`config.mk`:
```
export PLATFORM = sky130hd
export DESIGN_NAME = packet_stream_arbiter_flat
export DESIGN_NICKNAME = d
export VERILOG_FILES = /design/src/rtl/packet_stream_arbiter_pkg.sv /design/src/rtl/packet_stream_arbiter_if.sv /design/src/rtl/packet_stream_arbiter_rr_encoder.sv /design/src/rtl/packet_stream_arbiter.sv /design/src/flat_wrapper.sv
export SDC_FILE = /design/constraint.sdc
export NUM_CORES = 1
export LEC_CHECK = 0
export ABC_AREA = 1
export BUFFER_PORTS_ARGS = -buffer_cell sky130_fd_sc_hd__buf_2
export CORE_MARGIN = 2
export CORE_UTILIZATION = 32
export CTS_CLUSTER_DIAMETER = 150
export DETAILED_ROUTE_END_ITERATION = 10
export GPL_TIMING_DRIVEN = 0
export PLACE_DENSITY = 0.7
export SYNTH_ARGS = -nofsm -noshare
export SYNTH_HDL_FRONTEND = slang
export SYNTH_SLANG_ARGS = --single-unit
```
`constraint.sdc`:
```
create_clock -name clock -period 1.8 [get_ports clock]
set_input_delay 0.18 -clock clock [delete_from_list [all_inputs] [get_ports clock]]
set_output_delay 0.18 -clock clock [all_outputs]
set_load 0.05 [all_outputs]
```
`src/rtl/packet_stream_arbiter_pkg.sv`:
```
`default_nettype none
// ============================================================================
// packet_stream_arbiter_pkg: shared arbiter state encoding and helpers. Rev 1.0
// ============================================================================
package packet_stream_arbiter_pkg;

  localparam logic [1:0] ARB_IDLE   = 2'd0;
  localparam logic [1:0] ARB_TAG    = 2'd1;
  localparam logic [1:0] ARB_STREAM = 2'd2;

  localparam logic [7:0] DEFAULT_TAG_BASE = 8'hA0;

  typedef enum logic [1:0] {
    ST_IDLE   = ARB_IDLE,
    ST_TAG    = ARB_TAG,
    ST_STREAM = ARB_STREAM
  } arb_state_e;

  // Ceiling log2, usable in parameter expressions.
  function automatic int clog2(input int value);
    int result;
    result = 0;
    for (int i = 0; i < 31; i++) begin
      if ((1 << i) < value) result = i + 1;
    end
    return result;
  endfunction

endpackage
`default_nettype wire

```
`src/rtl/packet_stream_arbiter_if.sv`:
```
`default_nettype none
// ============================================================================
// packet_stream_arbiter_if: producer-side and downstream stream bundle. Rev 1.0
// ============================================================================
interface packet_stream_arbiter_if
  import packet_stream_arbiter_pkg::*;
#(
  parameter int SOURCE_COUNT = 3,
  parameter int DATA_WIDTH   = 8
);
  localparam int GRANT_WIDTH = clog2(SOURCE_COUNT);

  logic [SOURCE_COUNT*DATA_WIDTH-1:0] in_data;
  logic [SOURCE_COUNT-1:0]            in_valid;
  logic [SOURCE_COUNT-1:0]            in_ready;
  logic [SOURCE_COUNT-1:0]            in_last;
  logic [DATA_WIDTH-1:0]              out_data;
  logic                               out_valid;
  logic                               out_ready;
  logic                               out_last;
  logic [GRANT_WIDTH-1:0]             grant_index;
  logic                               busy;

  // Arbiter side.
  modport master (
    input  in_data, in_valid, in_last, out_ready,
    output in_ready, out_data, out_valid, out_last, grant_index, busy
  );

  // Producers plus downstream consumer side.
  modport slave (
    output in_data, in_valid, in_last, out_ready,
    input  in_ready, out_data, out_valid, out_last, grant_index, busy
  );

endinterface
`default_nettype wire

```
`src/rtl/packet_stream_arbiter_rr_encoder.sv`:
```
`default_nettype none
// ============================================================================
// round_robin_priority_encoder: first requester after last_grant, wrapping. Rev 1.0
// ============================================================================
module round_robin_priority_encoder
  import packet_stream_arbiter_pkg::*;
#(
  parameter int N         = 3,
  parameter int IDX_WIDTH = clog2(N)
) (
  input  logic [N-1:0]         request_i,
  input  logic [IDX_WIDTH-1:0] last_grant_i,
  output logic                 grant_valid_o,
  output logic [IDX_WIDTH-1:0] grant_index_o
);

  logic [2*N-1:0] doubled;
  logic [2*N-1:0] rotated;

  // Doubling the request vector turns the wrap-around scan into a plain shift.
  always_comb begin
    doubled       = {request_i, request_i};
    rotated       = doubled >> (int'(last_grant_i) + 1);
    grant_valid_o = 1'b0;
    grant_index_o = '0;
    for (int i = N - 1; i >= 0; i--) begin
      if (rotated[i]) begin
        grant_valid_o = 1'b1;
        grant_index_o = IDX_WIDTH'((int'(last_grant_i) + 1 + i) % N);
      end
    end
  end

endmodule
`default_nettype wire

```
`src/rtl/packet_stream_arbiter.sv`:
```
`default_nettype none
// ============================================================================
// packet_stream_arbiter: whole-packet round-robin merge with optional tag. Rev 1.0
// ============================================================================
module packet_stream_arbiter
  import packet_stream_arbiter_pkg::*;
#(
  parameter int                    SOURCE_COUNT = 3,
  parameter int                    DATA_WIDTH   = 8,
  parameter int                    TAG_ENABLE   = 1,
  parameter logic [DATA_WIDTH-1:0] TAG_BASE     = DATA_WIDTH'(DEFAULT_TAG_BASE)
) (
  input  logic                   clock,
  input  logic                   reset,
  packet_stream_arbiter_if.master bus
);

  localparam int GRANT_WIDTH = clog2(SOURCE_COUNT);

  arb_state_e             state_q, state_d;
  logic [GRANT_WIDTH-1:0] grant_q, grant_d;
  logic [GRANT_WIDTH-1:0] last_grant_q, last_grant_d;

  logic                   pick_valid;
  logic [GRANT_WIDTH-1:0] pick_index;

  logic [DATA_WIDTH-1:0]  sel_data;
  logic                   sel_valid;
  logic                   sel_last;

  round_robin_priority_encoder #(
    .N         (SOURCE_COUNT),
    .IDX_WIDTH (GRANT_WIDTH)
  ) u_rr (
    .request_i     (bus.in_valid),
    .last_grant_i  (last_grant_q),
    .grant_valid_o (pick_valid),
    .grant_index_o (pick_index)
  );

  always_ff @(posedge clock) begin
    if (!reset) begin
      state_q      <= ST_IDLE;
      grant_q      <= '0;
      last_grant_q <= GRANT_WIDTH'(SOURCE_COUNT - 1);
    end else begin
      state_q      <= state_d;
      grant_q      <= grant_d;
      last_grant_q <= last_grant_d;
    end
  end

  always_comb begin
    sel_data  = bus.in_data[int'(grant_q)*DATA_WIDTH +: DATA_WIDTH];
    sel_valid = bus.in_valid[grant_q];
    sel_last  = bus.in_last[grant_q];
  end

  always_comb begin
    state_d       = state_q;
    grant_d       = grant_q;
    last_grant_d  = last_grant_q;
    bus.out_valid = 1'b0;
    bus.out_data  = '0;
    bus.out_last  = 1'b0;
    bus.in_ready  = '0;
    bus.busy      = (state_q != ST_IDLE);

    case (state_q)
      ST_IDLE: begin
        if (pick_valid) begin
          grant_d      = pick_index;
          last_grant_d = pick_index;
          state_d      = (TAG_ENABLE != 0) ? ST_TAG : ST_STREAM;
        end
      end
      ST_TAG: begin
        bus.out_valid = 1'b1;
        bus.out_data  = TAG_BASE + DATA_WIDTH'(grant_q);
        if (bus.out_ready) state_d = ST_STREAM;
      end
      ST_STREAM: begin
        // Packet lock: only the granted source is visible until its last beat.
        bus.out_data          = sel_data;
        bus.out_valid         = sel_valid;
        bus.out_last          = sel_last;
        bus.in_ready[grant_q] = bus.out_ready;
        if (sel_valid && bus.out_ready && sel_last) state_d = ST_IDLE;
      end
      default: state_d = ST_IDLE;
    endcase
  end

  assign bus.grant_index = grant_q;

endmodule
`default_nettype wire

```
`src/flat_wrapper.sv`:
```
// flat-port wrapper written by rule: the top's interface ports become plain ports
module packet_stream_arbiter_flat import packet_stream_arbiter_pkg::*;
#(
  parameter int                    SOURCE_COUNT = 3,
  parameter int                    DATA_WIDTH   = 8,
  parameter int                    TAG_ENABLE   = 1,
  parameter logic [DATA_WIDTH-1:0] TAG_BASE     = DATA_WIDTH'(DEFAULT_TAG_BASE)
)
  (clock, reset, bus_in_data, bus_in_valid, bus_in_last, bus_out_ready, bus_in_ready, bus_out_data, bus_out_valid, bus_out_last, bus_grant_index, bus_busy);
  packet_stream_arbiter_if #(.SOURCE_COUNT(SOURCE_COUNT), .DATA_WIDTH(DATA_WIDTH)) bus_i ();
  input  logic clock;
  input  logic reset;
  input wire logic [$bits(bus_i.in_data)-1:0] bus_in_data;
  input wire logic [$bits(bus_i.in_valid)-1:0] bus_in_valid;
  input wire logic [$bits(bus_i.in_last)-1:0] bus_in_last;
  input wire logic [$bits(bus_i.out_ready)-1:0] bus_out_ready;
  output wire logic [$bits(bus_i.in_ready)-1:0] bus_in_ready;
  output wire logic [$bits(bus_i.out_data)-1:0] bus_out_data;
  output wire logic [$bits(bus_i.out_valid)-1:0] bus_out_valid;
  output wire logic [$bits(bus_i.out_last)-1:0] bus_out_last;
  output wire logic [$bits(bus_i.grant_index)-1:0] bus_grant_index;
  output wire logic [$bits(bus_i.busy)-1:0] bus_busy;
  assign bus_i.in_data = bus_in_data;
  assign bus_i.in_valid = bus_in_valid;
  assign bus_i.in_last = bus_in_last;
  assign bus_i.out_ready = bus_out_ready;
  assign bus_in_ready = bus_i.in_ready;
  assign bus_out_data = bus_i.out_data;
  assign bus_out_valid = bus_i.out_valid;
  assign bus_out_last = bus_i.out_last;
  assign bus_grant_index = bus_i.grant_index;
  assign bus_busy = bus_i.busy;
  packet_stream_arbiter #(.SOURCE_COUNT(SOURCE_COUNT), .DATA_WIDTH(DATA_WIDTH), .TAG_ENABLE(TAG_ENABLE), .TAG_BASE(TAG_BASE)) u_core (.clock(clock), .reset(reset), .bus(bus_i));
endmodule
```
Yosys cells after proc, flatten, opt, wreduce, memory -nomap -nowiden --
Index checks and enable logic that the tools add are counted.
Word-level totals: memory bits (read-only) 0, bits of input ports 33, bits in writable memories 0, memories kept 0, word-level logic and storage cells 47, output and inout port bits 16, latch bits 0, register bits 6
Operators by class: reduce and logical (&&, ||, !) cells 7, $mul 0, shift-type cells 2, $lt $le $gt $ge 2, add/subtract/negate cells 4, mux-type cells 20, eq/ne operators 5, bitwise operators 1, div/mod/pow operators 3
Operators with widths (number):
- 32-bit by 3-bit modulo with 32-bit output (second input constant) | 3
- 32-bit by 2-bit adder with 32-bit output (second input constant) | 1
- 32-bit by 3-bit adder with 32-bit output (second input constant) | 1
- 6-bit by 32-bit >> shifter with 3-bit output | 1
- 24-bit by 6-bit indexed part select with 8-bit output | 1
- 8-bit one-hot mux with 2 select lines | 1
- 2-bit 2-to-1 mux | 6
- 8-bit by 2-bit adder with 8-bit output (first input constant) | 1
- 1-bit 2-to-1 mux | 7
- 2-bit one-hot mux with 3 select lines | 1
- 1-bit binary-select mux with 2-bit select | 2
- 2-bit by 1-bit inequality test with 1-bit output (second input constant) | 2
- 2-bit by 1-bit adder with 3-bit output (second input constant) | 1
- 3-bit bitwise AND | 1
- 1-bit logical AND | 3
- 2-bit by 3-bit < comparator with 1-bit output (second input constant) | 1
- 3-bit 2-to-1 mux | 1
- 3-bit AND reduction | 1
- 1-bit demux with 2-bit select | 1
- 2-bit by 1-bit equality test with 1-bit output (second input constant) | 1
- 2-bit equality test (second input constant) | 1
- 2-bit by 1-bit greater-or-equal comparator with 1-bit output (second input constant) | 1
- 2-bit zero test | 1
- 2-bit inequality test (second input constant) | 1
- other kinds (3) | 3

Longest topological paths before layout --
Gate-level depths: netlist of the first run.
depth after elaboration 7, gate-level depth with buffers 11, depth with buffers taken out 10

By module --
Synthesis of the first run repeated with hierarchy kept, for this count alone.
Unflattened totals: cells, all modules 136, area total of the unflattened synthesis 824.5 µm²
Modules (own cells, without submodules):
- packet_stream_arbiter | seq. area each 100.1 µm², cells an instance 99, times used 1, area an instance 615.6 µm²
- round_robin_priority_encoder | seq. area each 0.0 µm², cells an instance 37, times used 1, area an instance 209.0 µm²

Least setup slack after synthesis of the first run --
OpenSTA, ideal clock, no wires.
kind reg2out, start register u_core.grant_q[1] (netlist: u_core.bus.grant_index[1]), end output bus_out_data[5], buffers on the path 1, data arrival time 2.269 ns, stages on the path, launching flop included 6, data required time 1.620 ns, path slack -0.649 ns, path through dfxtp_1 > buf_6 > nand2_1 > nor2_1 > a221oi_1 > o21ai_0
On the way: word-level cells in the longest chain between the ends 2, elaborated cells between the ends (all ways) 3, classes of those cells add/sub (1); shift (1); mux (1)
RTL lines:
- from (decl) | line packet_stream_arbiter.sv:21 | logic [GRANT_WIDTH-1:0] grant_q, grant_d;
- from (signal assigned) | line packet_stream_arbiter.sv:48 | grant_q <= grant_d;
- 8-bit by 2-bit adder with 8-bit output or 24-bit by 6-bit indexed part select with 8-bit output (tied branches) | line packet_stream_arbiter.sv:79, packet_stream_arbiter.sv:54
- 8-bit one-hot mux with 2 select lines (*) | line packet_stream_arbiter.sv:69 | case (state_q)
- to (decl) | line flat_wrapper.sv:18 | output wire logic [$bits(bus_i.out_data)-1:0] bus_out_data;
Every way passes the cells marked *; elsewhere a longest branch is shown, timed or not.

Worst setup path after layout of the first run --
start register u_core.state_q[1], end output bus_out_data[5]
On the way: word-level cells in the longest chain between the ends 2, elaborated cells between the ends (all ways) 3, classes of those cells eq/ne (2); mux (1)
RTL lines:
- from (decl) | line packet_stream_arbiter.sv:20 | arb_state_e state_q, state_d;
- from (signal assigned) | line packet_stream_arbiter.sv:47 | state_q <= state_d;
- 2-bit equality test or 2-bit by 1-bit equality test with 1-bit output (tied branches) | line packet_stream_arbiter.sv:69
- 8-bit one-hot mux with 2 select lines (*) | line packet_stream_arbiter.sv:69
Marked as above.

==> reports/qor.csv, run 1 <==
metric,value,unit
Total Die Area,3390,um^2
drt total wl,2.73,mm
Core Rows,19,
syn avg cell area,6.27,um^2
Initial DRC Count,31,
Top Layer Used,met4,
Final GP Congestion,0.794,
Synth-to-Final Area Change,51.5,%
largest net degree at the start of global routing,12,
I/O Buffers,48,
Fin Hold WS,0.193,ns
Die Ht,58.2,um
DRT Pass-1 Iters,4,
hpwl dp,1.97,mm
Final Hold Vio Count,0,
H-tree levels,1,
max-slew violation count,0,
CP peak stage delay,0.35,ns
Met2 Wirelength,1.43,mm
"EDFF count, synth",0,
I/O pin count,49,
pwr dens,1650,nW/um^2
# Max-Cap Violations,0,
vias per std cell,4.68,
n_diodes,0,
crit path cell chain,"inv_1, ha_1, nand2_2, o21ai_1, buf_6",
GRT Util Overall,14.7,%
fill count,302,
Num CTS Buffers,3,
CP Class,reg -> out,
status,finished clean,
footprint of the multi-input gates,768,um^2
flop and latch count out of synthesis,5,
Post-Syn Area,941,um^2
Clock Tree Buf Depth,2,
Max Clock Skew,0.00336,ns
antenna violations before repair,0,
starting density of the core,33.8,%
metal3 WL,82,um
Routed Antenna Nets,0,
Hold WC Path Type,in -> reg,
RSZ-0062 raised after global routing,true,
largest cells by area after synthesis,"nand2_1 (14%), ha_1 (12%), dfxtp_1 (11%)",
layout cell share with drive strength beyond 1,50.0,%
Sw Ratio,57.3,%
Clock power frac,5.5,%
grt total ovfl,0,
Setup crit start kind,flip-flop,
P_int,1.01,mW
sequential area share after synthesis,10.6,%
Reg power frac,10.7,%
Critical Path RT,1.62,ns
Worst Setup End Kind,primary output,
Die W,58.2,um
relative slew slack,77.1,%
TritonCTS clock tree,built,
critical path data arrival time,1.56,ns
Unique masters post-synth,24,
ys async rst share,0,%
global-route wire length before repair,4.00,mm
leakage,0.795,nW
switching pwr,1.35,mW
Synth Instances,150,
Inst Count DP,229,
Worst-Margin Slew,0.343,ns
DRC,0,
clk root buf,clkbuf_4,
Critical Path Fanout Max,5,
"Cell Count, Final, Fillers Out",237,
final net count,249,
setup_tns,0,ns
Logic pwr share,83.8,%
clock latency on the worst-skew pair,0.24,ns
core area,2780,um^2
Via Count,1110,
FF+latch area,106,um^2
Peak VDD IR,0.976,mV
clock-pin transition on the worst setup and hold timing paths,0.04,ns
area share of the largest cell type after synthesis,13.6,%
YS warnings,0,
ys flop type,dfxtp_1,
met1 wire length,1.20,mm
f_max,0.575,GHz
Syn Nets,192,
CTS sink cnt,5,
mean routed wirelength per cell,11.5,um
Pwr Total,2.35,mW
Final min period,1.74,ns
most area-hungry cell type in the Yosys netlist,nand2_1,
vias in the first global route,949,
cts hold-fix bufs,0,
number of setup violations in the final report,0,
slowest CP cell,dfxtp_1,
fin crit share,96.6,%
==> cell type report <==
type                       count  area share, %
multi-input combinational    115           53.9
timing repair buffer          53           24.3
inverter                      26           7.37
sequential                     5           7.46
buffer                         3           2.37
tap                           31           2.72
clock buffer                   4           1.84
==> metrics by stage <==
stage               utilization, %  worst slack [ns]  area [um^2]
floorplan                        -            -0.171          952
global placement              44.3            0.0794         1230
detailed placement            44.3            0.0771         1230
CTS                           47.2            0.0182         1310
global route                  51.2           -0.0662         1430
finish                        51.2            0.0606         1430
==> layer usage <==
| layer | vias up | GRT usage, % |
|---|---|---|
| li1 | 598 | - |
| met1 | 491 | 20.3 |
| met2 | 19 | 24.2 |
| met3 | 2 | 2.23 |
| met4 | 0 | 3.32 |
| met5 | - | 0 |
==> logic make-up (layout without fill, tap and decap cells) <==
| kind of cell | count (synthesis) | count (layout) | synth area share [%] |
|---|---|---|---|
| fa+ha+maj | 9 | 9 | 12.0 |
| simple gates | 90 | 90 | 50.3 |
| buf+inv | 30 | 86 | 15.3 |
| flops | 5 | 5 | 10.6 |
| compound gates | 16 | 16 | 11.8 |
==> power by group through the flow <==
| stage | registers [mW] | clock network [mW] | logic, mW |
|---|---|---|---|
| 2_1_floorplan | 0.258 | 0 | 1.32 |
| 4_1_cts | 0.235 | 0.135 | 1.75 |
| 6_report | 0.251 | 0.129 | 1.97 |
| 3_3_place_gp | 0.232 | 0 | 1.65 |
| 5_1_grt | 0.259 | 0.144 | 2.15 |
| 3_5_place_dp | 0.235 | 0 | 1.66 |
==> Yosys cell counts (2+ instances only) <==
cell type  count
nand2_1       34
inv_1         22
nor2_1        17
nand3_1       14
ha_1           9
nand2_2        7
nand3_2        7
dfxtp_1        5
a221oi_1       4
a22oi_1        4
buf_6          3
inv_2          3
nor2_2         3
o21ai_0        3
a21oi_1        2
nand2_4        2
nor2_4         2
nor3_1         2
o22ai_1        2
==> registers in the layout, summed over array words and instances, names as in the netlist <==
register                flops
u_core.last_grant_q         1
u_core.state_q              2
u_core.bus.grant_index      2
==> worst paths after layout <==
check | startpoint | end | slack, ns | cells after the start
max | u_core.state_q[1]$_SDFFE_PN0P_ | bus_out_data[5] | 0.06 | 5
min | reset | u_core.bus.grant_index[0]$_SDFFE_PN0P_ | 0.19 | 3
min reg2reg | u_core.state_q[1]$_SDFFE_PN0P_ | u_core.state_q[1]$_SDFFE_PN0P_ | 0.52 | 2
max reg2reg | u_core.bus.grant_index[0]$_SDFFE_PN0P_ | u_core.bus.grant_index[1]$_SDFFE_PN0P_ | 0.29 | 9
==> cell usage in the layout (no fill, tap or decap), types with 3 or more instances in the layout <==
| cell type | count |
|---|---|
| a221oi_2 | 3 |
| a22oi_2 | 3 |
| buf_2 | 38 |
| buf_4 | 8 |
| buf_6 | 6 |
| clkbuf_4 | 4 |
| ha_1 | 8 |
| inv_1 | 21 |
| inv_2 | 3 |
| nand2_1 | 31 |
| nand2_2 | 10 |
| nand3_1 | 14 |
| nand3_2 | 7 |
| nor2_1 | 17 |
| nor2_2 | 3 |
==> critical path: cells and delay by family, from the launching register on <==
| kind | cells | cell delay, ns |
|---|---|---|
| buffers and inverters | 2 | 0.29 |
| DFF | 1 | 0.35 |
| and+or+nand+nor | 1 | 0.12 |
| AOI/OAI and AO/OA | 1 | 0.22 |
| adders and majority gates | 1 | 0.33 |
==> timing repair <==
| action | 4_1_cts | 5_1_grt |
|---|---|---|
| setup endpoints to repair | 9 | 12 |
| pin swaps | 0 | 2 |
| cloned | 0 | 0 |
| buffers inserted | 2 | 3 |
| resized for setup | 15 | 18 |
(Power assumes the default switching activity.)
==> run 2: changes to the inputs <==
- BUFFER_PORTS_ARGS: -buffer_cell sky130_fd_sc_hd__buf_2 -> default
- DONT_BUFFER_PORTS: default -> 1
- PLACE_DENSITY: 0.7 -> 0.43
==> run 2 against run 1 <==
Effect of this change: routed wire length shrank 8.2%; global-route usage shrank 0.95 points; count of clock-buffer cells in the layout is the same; flip-flop and latch count is the same; register-to-register slack gained 0.05 ns; die area is the same; clock skew is essentially flat; sequential share of layout area grew 1.0 points; combinational power is essentially flat; via count shrank 11%.
==> reports/qor.csv, run 2 (synthesis results as in run 1) <==
metric,value,unit,change
status,finished clean,,
drt total wl,2.50,mm,-8.2%
met1 Resource Use GR,15.3,%,-4.9 points
number of setup violations in the final report,0,,unchanged
Hold WC Path Type,in -> reg,,
f_max,0.581,GHz,+1.1%
mean routed wirelength per cell,12.8,um,+12%
Peak VDD IR,0.978,mV,+0.24%
clock-pin transition on the worst setup and hold timing paths,0.04,ns,about the same
Top delay family on crit path,flip-flops,,
leakage,0.581,nW,-27%
grt total ovfl,0,,unchanged
Clock power frac,5.2,%,-0.3 points
Critical Path Fanout Max,5,,unchanged
relative slew slack,63.8,%,-13 points
n_diodes,0,,unchanged
Core Rows,19,,unchanged
Pwr Total,2.43,mW,+3.4%
post-route setup slack,0.0801,ns,+0.0195 ns
met3 usage in global routing,2.46,%,+0.22 points
Die Ht,58.2,um,unchanged
DRC,0,,unchanged
max-slew violation count,0,,unchanged
Num CTS Buffers,3,,unchanged
Clock Tree Buf Depth,2,,unchanged
Inst Count DP,181,,-21%
Setup crit start kind,flip-flop,,
Max Clock Skew,0.00366,ns,+0.000298 ns
hpwl dp,1.97,mm,-0.22%
Initial DRC Count,21,,-32%
Sw Ratio,58.6,%,+1.3 points
Via Count,990,,-11%
Worst Setup End Kind,primary output,,
vias per std cell,5.08,,+8.4%
"commonest cells after routing, fill and taps aside","nand2_1 (27), inv_1 (14), nand3_1 (14), nor2_1 (14), nand2_2 (12)",,
CP Class,reg -> out,,
Logic pwr share,82.2,%,-1.6 points
I/O Buffers,0,,-100%
Worst-Margin Slew,0.542,ns,+0.199 ns
final net count,207,,-17%
switching pwr,1.43,mW,+5.7%
CTS sink cnt,5,,unchanged
Reg power frac,12.6,%,+1.9 points
clock latency on the worst-skew pair,0.24,ns,about the same
critical path data arrival time,1.54,ns,-0.02 ns
layout cell share with drive strength beyond 1,48.2,%,-1.8 points
clk root buf,clkbuf_4,,
slowest CP cell,dfxtp_2,,
core area,2780,um^2,unchanged
H-tree levels,1,,unchanged
TritonCTS clock tree,built,,
Final GP Congestion,0.748,,-5.8%
vias in the first global route,899,,-5.3%
gr busiest metal,met2,,
I/O pin count,49,,unchanged
global-route wire length before repair,3.66,mm,-8.5%
starting density of the core,33.8,%,unchanged
utilization of the core after routing,46.7,%,-4.5 points
pre-CTS setup slack,-0.324,ns,-0.401 ns
GRT Util Overall,13.8,%,-0.95 points
Routed Antenna Nets,0,,unchanged
number of buffers and inverters on the critical path,2,,unchanged
crit path cell chain,"inv_2, ha_4, nand2_4, buf_4, o21ai_4",,
fin crit share,95.6,%,-1.1 points
Total Die Area,3390,um^2,unchanged
setup_tns,0,ns,unchanged
P_int,1.01,mW,+0.19%
pwr dens,1870,nW/um^2,+13%
Synth-to-Final Area Change,38.0,%,
# Max-Cap Violations,0,,unchanged
"most common cell after layout, fill and taps aside",nand2_1,,
Final Hold Vio Count,0,,unchanged
antenna violations before repair,0,,unchanged
met2 Usage GRT,26.8,%,+2.6 points
DRT Pass-1 Iters,4,,unchanged
"Cell Count, Final, Fillers Out",195,,-18%
Critical Path RT,1.62,ns,about the same
largest net degree at the start of global routing,12,,unchanged
Final min period,1.72,ns,-0.0195 ns
Die W,58.2,um,unchanged
CP peak stage delay,0.36,ns,about the same
-- run 2: cell count changes in the layout (fill, tap and decap cells not counted), sizes merged --
cell and delta:
inv -5, buf -41, clkinvlp +5, clkbuf -1
-- run 2: power by group through the flow --
stage	registers [mW]	clock network [mW]	logic, mW
after floorplan	0.258	0	1.32
after global placement	0.275	0	1.51
after detailed placement	0.277	0	1.53
after CTS	0.281	0.135	1.61
after global routing	0.319	0.142	2.16
final	0.305	0.127	2.00
-- run 2: worst paths after layout --
check	startpoint	to	slack, ns	depth (start not counted)
min reg2reg	u_core.state_q[0]$_SDFFE_PN0P_	u_core.state_q[0]$_SDFFE_PN0P_	0.52	2
max	u_core.state_q[1]$_SDFFE_PN0P_	bus_out_data[5]	0.08	5
min	reset	u_core.bus.grant_index[0]$_SDFFE_PN0P_	0.05	2
max reg2reg	u_core.bus.grant_index[1]$_SDFFE_PN0P_	u_core.state_q[1]$_SDFFE_PN0P_	0.34	9
-- run 2: cell type report --
type | instances | area [um^2]
tap | 31 | 38.8
inverter | 26 | 121
fill | 298 | 1480
clock buffer | 4 | 26.3
buffer | 2 | 27.5
sequential | 5 | 110
multi-input combinational | 115 | 865
timing repair buffer | 12 | 110
-- run 2: per-layer routing --
layer	up-vias	wire length, um	part of all wire (%)
li1	516	-	-
met5	-	0	0
met4	0	0	0
met3	0	160	6.4
met2	39	1310	52
met1	435	1030	41
-- run 2: repair_timing --
item	4_1_cts	5_1_grt
resized for setup	12	37
endpoints found under the setup margin	12	13
pin swaps	3	8
setup buffers	1	11
hold buffers	0	0
-- run 2: metrics by stage --
stage | hold WS, ns | area, um^2
floorplan | 0.301 | 952
detailed placement | 0.313 | 991
global placement | 0.311 | 991
finish | 0.0549 | 1300
global route | 0.0555 | 1300
CTS | 0.0493 | 1070
